$ cat src/rtl/spm_program_loader.sv
// Boot loader: streams a length-prefixed, checksummed image into SRAM.
// The CPU is held in reset until a valid image has been written.
module spm_program_loader #(
  parameter int                   word_size = 8,
  parameter logic [word_size-1:0] base_addr = '0
) (
  input  logic                 clk,
  input  logic                 rst,
  input  logic                 start,
  input  logic [word_size-1:0] in_data,
  input  logic                 in_valid,
  output logic                 in_ready,
  output logic [word_size-1:0] mem_addr,
  output logic [word_size-1:0] mem_data,
  output logic                 mem_write,
  output logic                 cpu_rst,
  output logic                 busy,
  output logic                 done,
  output logic                 error
);

  typedef enum logic [2:0] {IDLE, LEN, LOAD, CHECK, DONE, ERR} state_t;

  state_t               state_q, state_d;
  logic [word_size-1:0] len_q, len_d;
  logic [word_size-1:0] cnt_q, cnt_d;
  logic [word_size-1:0] sum_q, sum_d;
  logic [word_size-1:0] addr_q, addr_d;
  logic [word_size-1:0] mem_addr_q, mem_addr_d;
  logic [word_size-1:0] mem_data_q, mem_data_d;
  logic                 mem_write_q, mem_write_d;
  logic                 in_ready_q, in_ready_d;
  logic                 cpu_rst_q, cpu_rst_d;
  logic                 busy_q, busy_d;
  logic                 done_q, done_d;
  logic                 error_q, error_d;

  logic                 accept;
  logic [word_size-1:0] check_sum;

  assign accept    = in_valid && in_ready_q;
  assign check_sum = sum_q + in_data;

  always_ff @(posedge clk) begin
    if (!rst) begin
      state_q     <= IDLE;
      len_q       <= '0;
      cnt_q       <= '0;
      sum_q       <= '0;
      addr_q      <= '0;
      mem_addr_q  <= '0;
      mem_data_q  <= '0;
      mem_write_q <= 1'b0;
      in_ready_q  <= 1'b0;
      cpu_rst_q   <= 1'b0;
      busy_q      <= 1'b0;
      done_q      <= 1'b0;
      error_q     <= 1'b0;
    end else begin
      state_q     <= state_d;
      len_q       <= len_d;
      cnt_q       <= cnt_d;
      sum_q       <= sum_d;
      addr_q      <= addr_d;
      mem_addr_q  <= mem_addr_d;
      mem_data_q  <= mem_data_d;
      mem_write_q <= mem_write_d;
      in_ready_q  <= in_ready_d;
      cpu_rst_q   <= cpu_rst_d;
      busy_q      <= busy_d;
      done_q      <= done_d;
      error_q     <= error_d;
    end
  end

  always_comb begin
    state_d     = state_q;
    len_d       = len_q;
    cnt_d       = cnt_q;
    sum_d       = sum_q;
    addr_d      = addr_q;
    mem_addr_d  = mem_addr_q;
    mem_data_d  = mem_data_q;
    mem_write_d = 1'b0;
    case (state_q)
      IDLE, DONE, ERR: begin
        if (start) begin
          state_d = LEN;
          cnt_d   = '0;
          sum_d   = '0;
          addr_d  = base_addr;
        end
      end
      LEN: begin
        if (accept) begin
          len_d   = in_data;
          state_d = (in_data == '0) ? CHECK : LOAD;
        end
      end
      LOAD: begin
        if (accept) begin
          mem_addr_d  = addr_q;
          mem_data_d  = in_data;
          mem_write_d = 1'b1;
          sum_d       = check_sum;
          addr_d      = addr_q + 1'b1;
          cnt_d       = cnt_q + 1'b1;
          // len_q is at least 1 here, so len_q-1 never wraps
          if (cnt_q == len_q - 1'b1) state_d = CHECK;
        end
      end
      CHECK: begin
        if (accept) state_d = (check_sum == '0) ? DONE : ERR;
      end
      default: state_d = IDLE;
    endcase
  end

  // Status flags are decoded from the next state and registered with it.
  always_comb begin
    in_ready_d = (state_d == LEN) || (state_d == LOAD) || (state_d == CHECK);
    busy_d     = in_ready_d;
    done_d     = (state_d == DONE);
    cpu_rst_d  = (state_d == DONE);
    error_d    = (state_d == ERR);
  end

  assign in_ready  = in_ready_q;
  assign mem_addr  = mem_addr_q;
  assign mem_data  = mem_data_q;
  assign mem_write = mem_write_q;
  assign cpu_rst   = cpu_rst_q;
  assign busy      = busy_q;
  assign done      = done_q;
  assign error     = error_q;

endmodule

$ cat config.mk
export PLATFORM = sky130hd
export DESIGN_NAME = spm_program_loader
export DESIGN_NICKNAME = d
export VERILOG_FILES = /design/src/rtl/spm_program_loader.sv
export SDC_FILE = /design/constraint.sdc
export NUM_CORES = 1
export LEC_CHECK = 0
export CAP_MARGIN = 10
export CORE_MARGIN = 10
export CORE_UTILIZATION = 33
export DETAILED_ROUTE_END_ITERATION = 7
export PLACE_DENSITY_LB_ADDON = 0.1
export SETUP_SLACK_MARGIN = 0.2
export SKIP_LAST_GASP = 1
export SLEW_MARGIN = 0
export SYNTH_ARGS = -nofsm -noshare
export SYNTH_HDL_FRONTEND = slang
export SYNTH_SLANG_ARGS = --single-unit
$ cat constraint.sdc
create_clock -name clk -period 3.39 [get_ports clk]
set_clock_uncertainty 0.1 [all_clocks]
set_input_delay 0.678 -clock clk [delete_from_list [all_inputs] [get_ports clk]]
set_output_delay 0.678 -clock clk [all_outputs]
set_load 0.01 [all_outputs]
==> metrics.yaml, run 1 <==
routing:
  vias_per_cell: 4.771
  drt_wl_total_um: 6517
  wl_per_cell_um: 14.32
  vias: 2171
  drtAntennaViolNets: 0
  first_pass_iters: 4
  first_iter_violations: 67
  drc_errors: 0
floorplanning:
  num_io_pins: 34
  fp.dieH_um: 110.6
  die_x_um: 110.6
  dieArea_sq_mm: 0.01224
  core_area_sq_mm: 0.008093
  rows: 33
  start_util: 0.3350
synthesis:
  synth.ff_latch_count: 55
  synth_top_area_frac: 0.4061
  synth_ff_type: "dfxtp_1"
  synth_common_cells: "dfxtp_1, nor2_1, nand2_1, a21oi_1, xor2_1"
  avgSynthCellArea_sq_um: 8.473
  synth_nets: 343
  netlist_area_sq_mm: 0.002711
  yosys.area.top_type: "dfxtp_1"
  synth-edff-count: 0
  ys_warn_count: 0
  synthArstFlopShare: 0
  synth_area_leaders: "dfxtp_1, nor2_1, nand2_1"
  ys_seq_area_frac: 0.4061
  postSynthCellCount: 320
  synth.distinct_cells: 47
  yosysMostFrequentCell: "dfxtp_1"
global_route:
  grt_max_degree: 30
  grt_overflow: 0
  grt_antenna_before_repair: 0
  grt_use_total: 0.1037
  grt_pass1_vias: 2142
  grt_pass1_wl_um: 10860
sta:
  finalMaxSlewViolations: 0
  max_slew_margin: 0.6392
  worst_slack_ns: 0.4200
  hold_slack_ns: 0.3573
  finalSetupViolations: 0
  finalSetupTns_ns: 0
  rsz0062_at_grt: "no"
  min_period_ns: 2.970
  timing.final.crit_share: 0.8761
  tightest_slew_ns: 0.5362
  hold_violations: 0
  max_freq_mhz: 336.7
final_layout:
  layout-drive-gt1-share: 0.07429
  nFillCells: 832
  final-seq-area_sq_mm: 0.001101
  antenna_cells: 0
  area.growth.synth_to_final_pct: 19.70
  final_nets: 372
  multi_input_area_sq_mm: 0.001508
cts:
  cts_buffers: 5
  postCtsHoldBufs: 0
  cts-root-buf: "clkbuf_8"
  cts_max_path_buffers: 2
  cts.sinks: 55
  post_cts_resized: 0
  htree_levels: 2
  cts_tree: "yes"
  path_clk_slew_ns: 0.10
  clock_latency_ns: 0.31
  post_cts_buffers: 0
setup_path:
  crit_required_ns: 3.54
  cp-start-kind: "primary input"
  cp.arrival_ns: 3.12
  path_class: "primary input to flop"
  cp-end-kind: "flop"
  crit_fanout: 3
place:
  io_buffers: 33
  gp_congestion: 0.8477
  post-place-ws_ns: 0.1199
  post-dp-hpwl_um: 4850
power:
  power_density_mw_per_mm2: 369.8
  power_mw: 1.200
  vdd_drop_max_uv: 134.9
  leakagePower_nw: 1.165
flow_run:
  drv_cap: 0
hold_path:
  hold_path.class: "flop to flop"
outcome:
  outcome: "completed"
[area by class of cell]
cell class              count  share of cell area
clock buffers               8             0.03084
inverters                   6            0.006939
multi-input cells         241              0.4645
flip-flops and latches     55              0.3392
well taps                 105             0.04048
repair buffers             40              0.1180
[power breakdown]
part | internal, mW | switching [mW]
logic | 0.0589 | 0.0784
registers | 0.654 | 0.0118
clock network | 0.187 | 0.210
[worst paths after layout]
path | start | end | slack (ns) | cells past startpoint
setup / recovery | in_data[0] | done | 0.42 | 8
hold reg to reg | mem_addr[2] | mem_addr[2] | 0.36 | 2
setup reg to reg | sum_q[0] | done | 0.92 | 7
hold / removal | mem_addr[2] | mem_addr[2] | 0.36 | 2
[worst max-delay path: stages]
cell             delay [ns]
clkdlybuf4s50_1        0.43
ha_1                   0.25
fa_1                   0.43
xor2_1                 0.20
or3_1                  0.32
or3_4                  0.40
o31ai_4                0.20
and4_1                 0.21
[stage by stage]
| stage | cells | instance area (sq um) | util |
|---|---|---|---|
| 2_1_floorplan | 320 | 2711 | - |
| 3_3_place_gp | 447 | 3146 | 0.3887 |
| 3_5_place_dp | 447 | 3146 | 0.3887 |
| 4_1_cts | 455 | 3246 | 0.4011 |
| 5_1_grt | 455 | 3246 | 0.4011 |
| 6_report | 455 | 3246 | 0.4011 |
[cell families after synthesis]
| logic type | Yosys count | synth area share |
|---|---|---|
| muxes | 7 | 0.02584 |
| and+or+nand+nor | 130 | 0.2293 |
| AOI/OAI and AO/OA | 64 | 0.1537 |
| DFF | 55 | 0.4061 |
| adders and majority gates | 11 | 0.05353 |
| buffers and inverters | 24 | 0.03783 |
| xor gates and xnor gates | 29 | 0.09368 |
[flip-flops by register name (all words and copies together) (netlist names)]
name / count
addr_q: 8
cnt_q: 8
len_q: 8
mem_addr: 8
mem_data: 8
sum_q: 8
state_q: 3
busy: 1
done: 1
error: 1
mem_write: 1
[placed cells by master, fill, tap and decap left out, types with 2 or more instances in the layout]
cell type	netlist	layout
nor4_1	2	2
or3_1	2	2
and4bb_2	2	2
nand4_1	6	6
nor3_1	5	5
o21ai_0	7	7
and3_1	2	2
inv_1	6	6
xor2_1	18	18
a22oi_1	8	8
clkbuf_8	0	7
nor2b_1	3	3
a21oi_1	32	32
or2_2	2	2
clkdlybuf4s50_1	0	33
dfxtp_1	55	55
nor3b_1	2	2
a31oi_1	3	3
nand3_1	3	3
nand2_1	44	44
nor2_1	47	47
o21bai_1	2	2
ha_1	10	10
xnor2_1	11	11
mux2i_1	7	7
nand2b_1	3	3
buf_4	2	7
a211oi_2	2	2
[per-layer routing]
metal  GRT usage  vias to the layer above  wire length [um]
met5           0                        -                 0
met4     0.03472                        0                96
met3     0.02706                        9               229
met2      0.1726                       33              3070
met1      0.1261                      975              3122
li1            -                     1154                 -
Power figures use the tool's default switching activity.
==> inputs of run 2 (changes only) <==
--- a/config.mk
+++ b/config.mk
@@ -5,6 +5,7 @@
 export SDC_FILE = /design/constraint.sdc
 export NUM_CORES = 1
 export LEC_CHECK = 0
+export ABC_CLOCK_PERIOD_IN_PS = 3390
 export CAP_MARGIN = 10
 export CORE_MARGIN = 10
 export CORE_UTILIZATION = 33
==> results of run 2 <==
Same layout as run 1: the final DEF is identical, and so are final timing and power.
==> inputs of run 3 (changes only) <==
--- a/config.mk
+++ b/config.mk
@@ -11,6 +11,7 @@
 export CORE_UTILIZATION = 33
 export DETAILED_ROUTE_END_ITERATION = 7
 export PLACE_DENSITY_LB_ADDON = 0.1
+export REMOVE_ABC_BUFFERS = 1
 export SETUP_SLACK_MARGIN = 0.2
 export SKIP_LAST_GASP = 1
 export SLEW_MARGIN = 0
==> metrics.yaml, run 3 (same netlist as run 1, synthesis figures left out) <==
cts:
  cts_max_path_buffers: 2  # unchanged
  post_cts_buffers: 0  # unchanged
  post_cts_resized: 0  # unchanged
  cts_buffers: 5  # unchanged
  htree_levels: 2  # unchanged
  cts.sinks: 55  # unchanged
  postCtsHoldBufs: 0  # unchanged
  clock_latency_ns: 0.31  # about the same
  cts_tree: "yes"
  path_clk_slew_ns: 0.10  # about the same
  cts-root-buf: "clkbuf_8"
sta:
  rsz0062_at_grt: "no"
  hold_violations: 0  # unchanged
  timing.final.crit_share: 0.8643  # -0.01183
  tightest_slew_ns: 0.5316  # -0.004696 ns
  max_freq_mhz: 341.3  # +1.4%
  finalSetupTns_ns: 0  # unchanged
  finalSetupViolations: 0  # unchanged
  max_slew_margin: 0.6452  # +0.006038
  finalMaxSlewViolations: 0  # unchanged
  min_period_ns: 2.930  # -0.04010 ns
  worst_slack_ns: 0.4601  # +0.04010 ns
place:
  io_buffers: 33  # unchanged
  post-place-cells: 449  # +0.45%
  post-dp-hpwl_um: 4619  # -4.8%
  post-place-ws_ns: 0.1256  # +0.005749 ns
  gp_congestion: 0.7630  # -10%
setup_path:
  crit_required_ns: 3.55  # about the same
  rrSetupSlack_ns: 0.96  # +0.04 ns
  crit_fanout: 3  # unchanged
  cp-start-kind: "primary input"
  cp-end-kind: "flop"
  cp.arrival_ns: 3.09  # -0.03 ns
  path_class: "primary input to flop"
routing:
  first_pass_iters: 4  # unchanged
  vias_per_cell: 4.788  # +0.34%
  drc_errors: 0  # unchanged
  drtAntennaViolNets: 0  # unchanged
  vias: 2188  # +0.78%
  first_iter_violations: 59  # -12%
  wl_per_cell_um: 13.78  # -3.8%
  drt_wl_total_um: 6297  # -3.4%
floorplanning:
  die_x_um: 110.6  # unchanged
  fp.dieH_um: 110.6  # unchanged
  rows: 33  # unchanged
  start_util: 0.3350  # unchanged
  core_area_sq_mm: 0.008093  # unchanged
  dieArea_sq_mm: 0.01224  # unchanged
  num_io_pins: 34  # unchanged
final_layout:
  area.growth.synth_to_final_pct: 20.90
  layout-drive-gt1-share: 0.08239  # +0.008101
  utilization: 0.4051  # +0.004020
  layout_common_cells: "dfxtp_1, nor2_1, nand2_1, clkdlybuf4s50_1, a21oi_1"
  final_nets: 374  # +0.54%
  antenna_cells: 0  # unchanged
  final_common_cell: "dfxtp_1"
  finalNonFillerCells: 457  # +0.44%
global_route:
  grt_use_total: 0.1014  # -0.002305
  grt_overflow: 0  # unchanged
  grt_pass1_vias: 2088  # -2.5%
  grt_max_degree: 26  # -13%
  grt_pass1_wl_um: 10580  # -2.5%
  grt_antenna_before_repair: 0  # unchanged
flow_run:
  drv_cap: 0  # unchanged
power:
  vdd_drop_max_uv: 162.7  # +21%
  leakagePower_nw: 1.184  # +1.7%
  power_mw: 1.261  # +5.1%
  power_density_mw_per_mm2: 384.8  # +4.0%
hold_path:
  hold_path.class: "flop to flop"
outcome:
  outcome: "completed"
-- run 3: worst max-delay path, cell delays in order --
cell and delay (ns):
clkdlybuf4s50_1 0.42, ha_1 0.24, fa_1 0.42, xor2_1 0.19, or3_1 0.32, or3_4 0.40, o31ai_4 0.20, and4_1 0.20
-- run 3: worst paths after layout --
path,from,to,depth (start not counted)
setup / recovery,in_data[0],done,8
hold / removal,mem_addr[5],mem_addr[5],2
setup reg to reg,sum_q[0],done,7
hold reg to reg,mem_addr[5],mem_addr[5],2
-- run 3: where the power goes --
group          internal (mW)  switching (mW)  leakage (nW)  total (mW)
logic                 0.0602          0.0776         0.679       0.138
clock network          0.239           0.218        0.0612       0.457
registers              0.654          0.0125         0.444       0.666
-- run 3: metrics by stage --
step | cell area [sq um] | hold slack (ns)
global placement | 3161 | 0.3429
global route | 3278 | 0.3834
CTS | 3278 | 0.3603
detailed placement | 3161 | 0.3457
floorplan | 2631 | 0.3400
finish | 3278 | 0.3589
-- run 3: area by class of cell --
class,count,area [sq um]
timing repair buffer,42,397.9
tap,105,131.4
fill,852,4815
clock buffer,6,82.58
inverter,6,22.52
sequential,55,1101
clock inverter,2,35.03
multi-input combinational,241,1508
-- run 3: routing by layer --
metal	track usage	vias to the layer above	routed length [um]
met3	0.02922	4	255
met2	0.1545	27	2799
met5	0	-	0
met1	0.1360	1001	3203
met4	0.02604	0	39
li1	-	1156	-
